--- config.mk ---
export PLATFORM = sky130hd
export DESIGN_NAME = uart_mem_bridge_ctrl
export DESIGN_NICKNAME = d
export VERILOG_FILES = /design/src/rtl/uart_mem_bridge_ctrl.sv
export SDC_FILE = /design/constraint.sdc
export NUM_CORES = 1
export LEC_CHECK = 0
export CAP_MARGIN = 20
export CORE_ASPECT_RATIO = 2
export CORE_MARGIN = 5
export CORE_UTILIZATION = 55
export CTS_BUF_LIST = sky130_fd_sc_hd__clkbuf_2 sky130_fd_sc_hd__clkbuf_4 sky130_fd_sc_hd__clkbuf_8
export CTS_CLUSTER_SIZE = 24
export DETAILED_ROUTE_END_ITERATION = 10
export GPL_TIMING_DRIVEN = 0
export PLACE_DENSITY_LB_ADDON = 0.1
export SYNTH_ARGS = -nofsm -noshare
export SYNTH_HDL_FRONTEND = slang
export SYNTH_SLANG_ARGS = --single-unit
--- constraint.sdc ---
create_clock -name clk_i -period 3.3 [get_ports clk_i]
set_input_delay 0.66 -clock clk_i [delete_from_list [all_inputs] [get_ports clk_i]]
set_output_delay 0.66 -clock clk_i [all_outputs]
set_load 0.03 [all_outputs]
--- src/rtl/uart_mem_bridge_ctrl.sv ---
// uart_mem_bridge_ctrl: turns picorv32 native-bus requests into UART byte bursts
// (cmd, addr, wdata) and reassembles 4-byte read replies from the host.
//
// state | meaning
// IDLE  | waiting for mem_valid_i; rx bytes arriving here are dropped as strays
// CMD   | sending the command byte
// ADDR  | sending address bytes, LSB first
// WDATA | sending write data bytes, LSB first
// RDATA | collecting reply bytes, inter-byte timeout armed
// DONE  | one-cycle mem_ready_o pulse with mem_rdata_o
module uart_mem_bridge_ctrl #(
  parameter int unsigned TimeoutCycles = 1_000_000,
  parameter logic [31:0] TimeoutData   = 32'h0000_0013
) (
  input  logic        clk_i,
  input  logic        reset_i,
  input  logic        mem_valid_i,
  input  logic        mem_instr_i,
  input  logic [31:0] mem_addr_i,
  input  logic [31:0] mem_wdata_i,
  input  logic [3:0]  mem_wstrb_i,
  output logic        mem_ready_o,
  output logic [31:0] mem_rdata_o,
  output logic [7:0]  tx_data_o,
  output logic        tx_valid_o,
  input  logic        tx_ready_i,
  input  logic [7:0]  rx_data_i,
  input  logic        rx_valid_i,
  output logic        rx_ready_o,
  output logic        busy_o,
  output logic        stray_o,
  output logic        timeout_o
);

  localparam bit          TO_EN   = (TimeoutCycles != 0);
  localparam logic [31:0] TO_LOAD = TO_EN ? 32'(TimeoutCycles - 1) : 32'd0;

  typedef enum logic [2:0] {
    S_IDLE,
    S_CMD,
    S_ADDR,
    S_WDATA,
    S_RDATA,
    S_DONE
  } state_t;

  state_t      r_state;
  logic [1:0]  r_cnt;
  logic [31:0] r_to_cnt;
  logic [31:0] r_addr;
  logic [31:0] r_wdata;
  logic        r_is_wr;
  logic [23:0] r_rdata;
  logic        r_mem_ready;
  logic [31:0] r_mem_rdata;
  logic [7:0]  r_tx_data;
  logic        r_tx_valid;
  logic        r_rx_ready;
  logic        r_busy;
  logic        r_stray;
  logic        r_timeout;

  logic        w_tx_hs;
  logic        w_rx_hs;
  logic [1:0]  w_cnt_nxt;

  assign w_tx_hs   = r_tx_valid & tx_ready_i;
  assign w_rx_hs   = r_rx_ready & rx_valid_i;
  assign w_cnt_nxt = r_cnt + 2'd1;

  function automatic logic [7:0] byte_sel(input logic [31:0] w, input logic [1:0] i);
    case (i)
      2'd0:    byte_sel = w[7:0];
      2'd1:    byte_sel = w[15:8];
      2'd2:    byte_sel = w[23:16];
      default: byte_sel = w[31:24];
    endcase
  endfunction

  always_ff @(posedge clk_i) begin
    if (reset_i) begin
      r_state     <= S_IDLE;
      r_cnt       <= 2'd0;
      r_to_cnt    <= 32'd0;
      r_addr      <= 32'd0;
      r_wdata     <= 32'd0;
      r_is_wr     <= 1'b0;
      r_rdata     <= 24'd0;
      r_mem_ready <= 1'b0;
      r_mem_rdata <= 32'd0;
      r_tx_data   <= 8'd0;
      r_tx_valid  <= 1'b0;
      r_rx_ready  <= 1'b0;
      r_busy      <= 1'b0;
      r_stray     <= 1'b0;
      r_timeout   <= 1'b0;
    end else begin
      r_stray <= 1'b0;
      case (r_state)
        S_IDLE: begin
          r_rx_ready <= 1'b1;
          if (w_rx_hs) r_stray <= 1'b1;
          if (mem_valid_i) begin
            r_addr     <= mem_addr_i;
            r_wdata    <= mem_wdata_i;
            r_is_wr    <= |mem_wstrb_i;
            r_tx_data  <= {|mem_wstrb_i, mem_instr_i, 2'b00, mem_wstrb_i};
            r_tx_valid <= 1'b1;
            r_rx_ready <= 1'b0;
            r_busy     <= 1'b1;
            r_cnt      <= 2'd0;
            r_state    <= S_CMD;
          end
        end

        S_CMD: begin
          if (w_tx_hs) begin
            r_tx_data <= byte_sel(r_addr, 2'd0);
            r_cnt     <= 2'd0;
            r_state   <= S_ADDR;
          end
        end

        S_ADDR: begin
          if (w_tx_hs) begin
            r_cnt <= w_cnt_nxt;
            if (r_cnt == 2'd3) begin
              if (r_is_wr) begin
                r_tx_data <= byte_sel(r_wdata, 2'd0);
                r_state   <= S_WDATA;
              end else begin
                r_tx_valid <= 1'b0;
                r_tx_data  <= 8'd0;
                r_rx_ready <= 1'b1;
                r_to_cnt   <= TO_LOAD;
                r_rdata    <= 24'd0;
                r_state    <= S_RDATA;
              end
            end else begin
              r_tx_data <= byte_sel(r_addr, w_cnt_nxt);
            end
          end
        end

        S_WDATA: begin
          if (w_tx_hs) begin
            r_cnt <= w_cnt_nxt;
            if (r_cnt == 2'd3) begin
              r_tx_valid  <= 1'b0;
              r_tx_data   <= 8'd0;
              r_mem_ready <= 1'b1;
              r_mem_rdata <= 32'd0;
              r_state     <= S_DONE;
            end else begin
              r_tx_data <= byte_sel(r_wdata, w_cnt_nxt);
            end
          end
        end

        // A byte arriving in the expiry cycle takes priority over the timeout.
        S_RDATA: begin
          if (w_rx_hs) begin
            r_cnt    <= w_cnt_nxt;
            r_to_cnt <= TO_LOAD;
            case (r_cnt)
              2'd0: r_rdata[7:0]   <= rx_data_i;
              2'd1: r_rdata[15:8]  <= rx_data_i;
              2'd2: r_rdata[23:16] <= rx_data_i;
              default: begin
                r_mem_rdata <= {rx_data_i, r_rdata};
                r_mem_ready <= 1'b1;
                r_rx_ready  <= 1'b0;
                r_state     <= S_DONE;
              end
            endcase
          end else if (TO_EN && (r_to_cnt == 32'd0)) begin
            r_mem_rdata <= TimeoutData;
            r_mem_ready <= 1'b1;
            r_timeout   <= 1'b1;
            r_rx_ready  <= 1'b0;
            r_cnt       <= 2'd0;
            r_state     <= S_DONE;
          end else begin
            r_to_cnt <= r_to_cnt - 32'd1;
          end
        end

        S_DONE: begin
          r_mem_ready <= 1'b0;
          r_mem_rdata <= 32'd0;
          r_busy      <= 1'b0;
          r_rx_ready  <= 1'b1;
          r_cnt       <= 2'd0;
          r_state     <= S_IDLE;
        end

        default: r_state <= S_IDLE;
      endcase
    end
  end

  assign mem_ready_o = r_mem_ready;
  assign mem_rdata_o = r_mem_rdata;
  assign tx_data_o   = r_tx_data;
  assign tx_valid_o  = r_tx_valid;
  assign rx_ready_o  = r_rx_ready;
  assign busy_o      = r_busy;
  assign stray_o     = r_stray;
  assign timeout_o   = r_timeout;

endmodule

; ---- Word-level counts from Yosys, hierarchy flattened
; Cells that the tools add are included.
[totals]
regBits = 172
in_bits = 82
[classes]
bitwise_logic = 4
add_sub_neg = 2
eq_ne = 25
mux = 70
reduce_logical = 28
[op_table]
columns = cell, count
row1 = 32-bit 2-to-1 mux, 10
row2 = 24-bit 2-to-1 mux, 4
row3 = 32-bit one-hot mux with 3 select lines, 1
row4 = 8-bit 2-to-1 mux, 10
row5 = 32-bit one-hot mux with 2 select lines, 1
row6 = 24-bit one-hot mux with 2 select lines, 1
row7 = 8-bit one-hot mux with 3 select lines, 2
row8 = 32-bit zero test, 1
row9 = 8-bit one-hot mux with 4 select lines, 1
row10 = "32-bit by 1-bit subtractor with 32-bit output, second input constant", 1
row11 = 3-bit 2-to-1 mux, 10
row12 = 6-bit AND reduction, 4
row13 = 5-bit AND reduction, 4
row14 = 1-bit 2-to-1 mux, 19
row15 = "2-bit inequality test, second input constant", 8
row16 = 3-bit one-hot mux with 5 select lines, 1
row17 = 2-bit 2-to-1 mux, 5
row18 = 2-bit one-hot mux with 5 select lines, 1
row19 = "3-bit inequality test, second input constant", 3
row20 = "2-bit by 1-bit inequality test with 1-bit output, second input constant", 4
row21 = 8-bit AND reduction, 1
row22 = 4-bit nonzero test, 2
row23 = 7-bit AND reduction, 1
row24 = "2-bit == test, second input constant", 3
row25 = other kinds (20), 31

; ---- Depth between registers and ports, before layout
[logic_depth]
ltp_word = 6
mapped_depth = 9
depth_no_buf = 8

; ---- Worst setup path before layout
; No wires, ideal clock.
[synth_path]
path_type = reg2reg
start = register r_to_cnt[0]
end = register r_mem_rdata[4] (netlist: mem_rdata_o[4])
path_slack_ps = 1050
path_buffers = 1
path_stages_with_launch = 10
arrival_ps = 2180
cell_sequence = dfxtp_1 inv_1 ha_1 nor4b_4 nand3_2 or4_4 a21boi_4 buf_6 o211ai_1 a21oi_1
[synth_between]
elab_chain_cells = 3
[synth_lines]
columns = item, line
row1 = start: declaration, 49  ; logic [31:0] r_to_cnt;
row2 = start signal: assignment, 184  ; r_to_cnt <= r_to_cnt - 32'd1;
row3 = 32-bit zero test, 176  ; end else if (TO_EN && (r_to_cnt == 32'd0)) begin
row4 = 3-bit inequality test (no line), --
row5 = 5-bit AND reduction (no line), --
row6 = end signal: assignment, 170  ; r_mem_rdata <= {rx_data_i, r_rdata};
row7 = end signal: assignment, 177  ; r_mem_rdata <= TimeoutData;
row8 = end: declaration, 55  ; logic [31:0] r_mem_rdata;
; Every way passes these cells.
; A chain may end at the register's enable or synchronous reset.

; ---- Worst setup path in the final report
[layout_path]
start = input tx_ready_i
end = register r_to_cnt[6]
[layout_between]
elab_chain_cells = 3
[layout_lines]
columns = item, line
row1 = start: declaration, 26  ; input logic tx_ready_i,
row2 = 1-bit bitwise AND, 67  ; assign w_tx_hs = r_tx_valid & tx_ready_i;
row3 = 2-bit inequality test (no line), --
row4 = 5-bit AND reduction (no line), --
; Every way passes these cells.

==> run summary <==
Final Skew = 0.0186 ns
Initial Utilization = 0.559
Tmin final = 2.81 ns
grt ovf = 0
Max Fclk = 356 MHz
setup tns final = 0 ns
critical path capture point type = flop
Synthesized Nets = 1023
Detailed Route WL = 23000 um
CP Launch Type = input pin
Fill cells = 1140
RSZ-0062 raised after global routing = no
CP max-delay cell = clkdlybuf4s50_1
largest family of logic cells by synthesized area = simple AND/OR/NAND/NOR gates
Area growth, synth to finish = 24.9%
DIE HEIGHT = 175 um
Most used DFF post-synth = dfxtp_1
critical path required time = 3.65 ns
ys async rst share = 0
Synth Area in Simple Gates = 0.252
first-pass iteration count of the detailed router = 6
Tcrit/Tclk final = 0.851
Hold Vio Cnt, Final = 0
First DRT Iteration DRCs = 441
ratio of cells with drive above 1 in the final layout = 0.0495
Nets = 1169
register area share after synthesis = 0.458
Avg WL per Cell = 18.4 um
ant diodes = 0
worst vdd ir = 345 uV
power density over cell area = 450 mW/mm^2
# clock sinks = 172
met3 Track Usage GR = 0.0454
Ys Warns = 0
total CTS buffers = 17
WS Path Type = input pin to flop
top cell type's share of synthesized area = 0.458
largest net degree at the start of global routing = 19
Synth top cells by count = 193 x nand2_1, 172 x dfxtp_1, 143 x a21oi_1
count leader, synth = nand2_1
CP Max Fanout = 10
Ports = 128
Max-Slew Margin vs Limit = 0.317
Placer Congestion = 0.979
Worst-Skew Late Latency = 0.47 ns
Vias = 7487
Root Buffer = clkbuf_8
Yosys top cell by area = dfxtp_1
initial antenna violation count = 0
Die ar. = 0.0162 mm^2
final core utilization = 0.698
Die W = 92.7 um
hold-fix buffer count after cts = 0
GR Util All Layers = 0.284
DRC Markers = 0
M1 GR Usage = 0.278
cell count after synthesis = 933
crit path DAT = 3.16 ns
Core ar. = 0.0134 mm^2
final setup vio count = 0
post-CTS sizing = 0
Static Leak = 0.00333 uW
Hold Crit Class = flop to flop
FF+latch count, synth = 172
Final Max Tran Viols = 0
Site Rows = 60
Antenna Nets Post-Route = 0
CTS tree = yes
global-route wire length before repair = 36300 um
synth top area cells = dfxtp_1 46%, nand2_1 9.6%, a21oi_1 9.5%
number of synthesized flops with an enable pin = 0
Vias/cell = 6.00
Max stage delay on crit path = 0.58 ns
CP Cell Sequence = clkdlybuf4s50_1 -> nand4b_1 -> o31ai_2 -> o41ai_4 -> buf_2 -> nor4_1 -> xnor2_1 -> nor2_1
vias in the first global route = 7279
M2 GR Usage = 0.528
dpl hpwl = 17600 um
post-synthesis xor/xnor area fraction = 0.0210
Clock Pin Slew Worst Setup and Hold Paths = 0.09 ns
post-synthesis mux area share = 0.00133
max_cap viols = 0
Compound-Gate Fraction of Synth Area = 0.212
Synth Area in Adders = 0.0133
gr busiest metal = met2
Port Buf Inserts = 127
setup repair bufs after CTS = 0
syn_area_per_cell = 8.05 um^2
CTS H-tree lvls = 4
Synth cell types = 61
status = completed
Post-Syn Area = 0.00751 mm^2
worst slew pin tran = 1.02 ns
worst-case clock buffer depth = 2
[registers in the layout (all words and copies together), names as in the netlist]
name,cells
r_state,3
stray_o,1
tx_valid_o,1
r_is_wr,1
tx_data_o,8
r_wdata,32
r_to_cnt,32
rx_ready_o,1
r_addr,32
mem_rdata_o,32
timeout_o,1
mem_ready_o,1
r_rdata,24
busy_o,1
r_cnt,2
[power by group]
part / switching [uW] / internal, uW / total, uW
Combinational: 286 / 211 / 497
Sequential: 62.5 / 2150 / 2210
Clock: 877 / 639 / 1520
[logic make-up after synthesis]
kind of cell	count (synthesis)
simple gates	407
compound gates	249
flops	172
buf+inv	78
xor+xnor	18
fa+ha+maj	8
mux	1
[critical path: cells and delay by family]
family,cells,cell delay [ns]
buffers and inverters,2,0.85
XOR/XNOR,1,0.17
AO/OA/AOI/OAI,2,0.85
AND/OR/NAND/NOR,3,0.61
[area by class of cell]
| class | count | area (um^2) | share of cell area |
|---|---|---|---|
| multi-input combinational | 683 | 3750 | 0.400 |
| sequential | 172 | 3440 | 0.367 |
| timing repair buffer | 127 | 1270 | 0.135 |
| buffer | 70 | 289 | 0.0308 |
| clock buffer | 17 | 234 | 0.0249 |
| tap | 155 | 194 | 0.0207 |
| clock inverter | 15 | 169 | 0.0180 |
| inverter | 8 | 30.0 | 0.00320 |
[layer usage]
layer / vias to the layer above / wire, um / share of wire
met1: 3441 / 7760 / 0.34
li1: 3615 / - / -
met3: 112 / 1170 / 0.051
met5: - / 0 / 0
met2: 319 / 12400 / 0.54
met4: 0 / 1670 / 0.073
[per-stage QoR]
stage          worst slack [ns]  power, uW  std cells  area, um^2  hold slack, ns
2_1_floorplan              1.05       2500        933        7510           0.436
3_3_place_gp             0.0967       2740       1215        8980           0.424
3_5_place_dp             0.0309       2750       1215        8980           0.429
4_1_cts                   0.521       4230       1247        9380           0.442
5_1_grt                   0.278       4370       1247        9380           0.471
6_report                  0.492       4220       1247        9380           0.440
[worst paths after layout]
kind	startpoint	to	slack, ns	cells after the start
setup reg to reg	r_state[1]	mem_rdata_o[2]	0.55	9
hold reg to reg	tx_data_o[0]	tx_data_o[0]	0.44	2
setup / recovery	tx_ready_i	r_to_cnt[6]	0.49	8
hold / removal	tx_data_o[0]	tx_data_o[0]	0.44	2
[cell usage in the layout, fill, tap and decap left out, drive strengths merged, types with 13 or more instances in the layout]
cell type,count
xnor2,16
nor3,23
a32oi,21
a222oi,16
nand2,193
inv,17
clkbuf,74
nor2,89
a21oi,143
dfxtp,172
nor4,18
o21ai,22
nand3,36
clkdlybuf4s50,127
buf,13
(Power assumes the default switching activity.)
==> patch (same settings) <==
The 6 states of `state_t` get a one-hot encoding in 6 bits.
--- a/src/rtl/uart_mem_bridge_ctrl.sv
+++ b/src/rtl/uart_mem_bridge_ctrl.sv
@@ -35,13 +35,13 @@
   localparam bit          TO_EN   = (TimeoutCycles != 0);
   localparam logic [31:0] TO_LOAD = TO_EN ? 32'(TimeoutCycles - 1) : 32'd0;
 
-  typedef enum logic [2:0] {
-    S_IDLE,
-    S_CMD,
-    S_ADDR,
-    S_WDATA,
-    S_RDATA,
-    S_DONE
+  typedef enum logic [5:0] {
+    S_IDLE  = 6'b000001,
+    S_CMD   = 6'b000010,
+    S_ADDR  = 6'b000100,
+    S_WDATA = 6'b001000,
+    S_RDATA = 6'b010000,
+    S_DONE  = 6'b100000
   } state_t;
 
   state_t      r_state;
Check against the original RTL: same outputs for any inputs over 4 cycles, from zero or initial values and one cycle with reset_i high; so few cycles prove little.
==> patch against the original RTL <==
Sequential power is 2% higher. Cell area is 4.8% higher. Sequential cell count is 3 higher. First-iteration DRC count is 27% higher. Global-route usage is 1.1 points higher. Area after synthesis is 5.5% higher. Wire length is 9.7% higher. Critical path depth is 1 lower. Setup slack worse by 0.25 ns. Total power is 2.2% higher. Critical path type is now flip-flop to flip-flop.
==> patch: results (changes against the original RTL) <==
Outcome
  • Status: completed

Power
  • Leakage power: 3.49 nW (+4.8%)
  • Peak VDD IR: 0.365 mV (+5.8%)

Placement
  • I/O Buffers: 126 (-0.79%)
  • DP Worst Slack: -0.0949 ns (-0.126 ns)
  • Gpl congestion: 0.974 (-0.59%)
  • Area post-placement: 9430 um2 (+5.0%)

Hold path
  • Hold Path Sink: r_wdata[29]

Drt
  • Iter 0 DRT Violations: 560 (+27%)
  • Detailed-route via count: 8,041 (+7.4%)
  • Drt total wl: 25,200 um (+9.7%)
  • TritonRoute pass-1 iters: 8 (+2)

Yosys
  • Syn Nets: 1,021 (-0.20%)
  • Top post-synthesis cells by area: dfxtp_1 44%, nand2_1 8.2%, a21oi_1 5.6%
  • Synth top cells by count: 175 x dfxtp_1, 173 x nand2_1, 89 x a21oi_1, 62 x clkbuf_1, 47 x nor2_1
  • Unique masters post-synth: 67 (+9.8%)

Global routing
  • First-pass GRT wire length: 39,300 um (+8.2%)
  • Total GRT Usage: 0.295 (+0.0112)

Timing
  • Max Clock Skew: 0.0197 ns (+0.00109 ns)
  • Max Freq: 0.328 GHz (-8.0%)
  • Fin Hold WS: 0.460 ns (+0.0198 ns)
  • Actual slew at the worst max-slew pin: 0.784 ns (-0.231 ns)

Worst setup path
  • Reg2Reg Setup Slack: 0.25 ns (-0.30 ns)
  • Worst setup SP type: flip-flop
  • RR Endpoint: r_to_cnt[4]
  • Worst R2R Start: r_state[5]
  • Crit path DAT: 3.37 ns (+0.21 ns)

Layout
  • Ratio of cells with drive above 1 in the final layout: 0.0551 (+0.00570)
  • Filler cell count: 1,289 (+13%)
  • Final-stage net count: 1,165 (-0.34%)
==> patch: cell count changes after synthesis, moves of 9 or more <==
cell and change:
a21oi_1 -54, nand2_1 -20, o31ai_1 +23, mux2i_1 +17
xnor2_1 -15, nor2_1 -42, a31oi_1 +12, nor4_1 -9
or4_1 +20, o21a_1 +19, a32o_1 +22
==> patch: cell families after synthesis <==
logic type,count (synthesis),synth area share
flip-flops,175,0.442
adder cells (fa/ha/maj),8,0.0126
buffers and inverters,83,0.0453
multiplexers,18,0.0227
AO/OA/AOI/OAI,282,0.250
AND/OR/NAND/NOR,360,0.222
XOR/XNOR,5,0.00552
==> patch: final cells by class <==
class,instances,area share
clock buffers,17,0.0238
flip-flops and latches,175,0.356
repair buffers,126,0.128
clock inverters,15,0.0171
plain buffers,75,0.0335
inverters,7,0.00267
well taps,192,0.0244
multi-input cells,673,0.414
==> patch: worst max-delay path, stage by stage (launching register included) <==
cell and delay [ns]:
dfxtp_1 0.34, or4_1 0.56, nor2_1 0.63, nor2_1 0.25, clkbuf_1 0.28, clkbuf_1 0.31, o41ai_1 0.43, a31oi_1 0.13
==> patch: per-stage QoR <==
stage	cells	utilization	TNS [ns]
after floorplan	931	-	0
after global placement	1249	0.661	-0.475
after detailed placement	1249	0.661	-0.331
after CTS	1281	0.689	0
after global routing	1280	0.689	0
final	1280	0.689	0
==> patch: routing by layer <==
layer	global-route usage	wire (um)
met3	0.0469	1250
met2	0.558	13700
met4	0.179	1730
met5	0	0
met1	0.283	8470
==> patch: report_power, final <==
| part | leakage (nW) | internal, mW | switching [mW] |
|---|---|---|---|
| Clock | 0.197 | 0.573 | 0.918 |
| Sequential | 1.42 | 2.20 | 0.0684 |
| Combinational | 1.87 | 0.239 | 0.322 |
| Total | 3.49 | 3.01 | 1.31 |
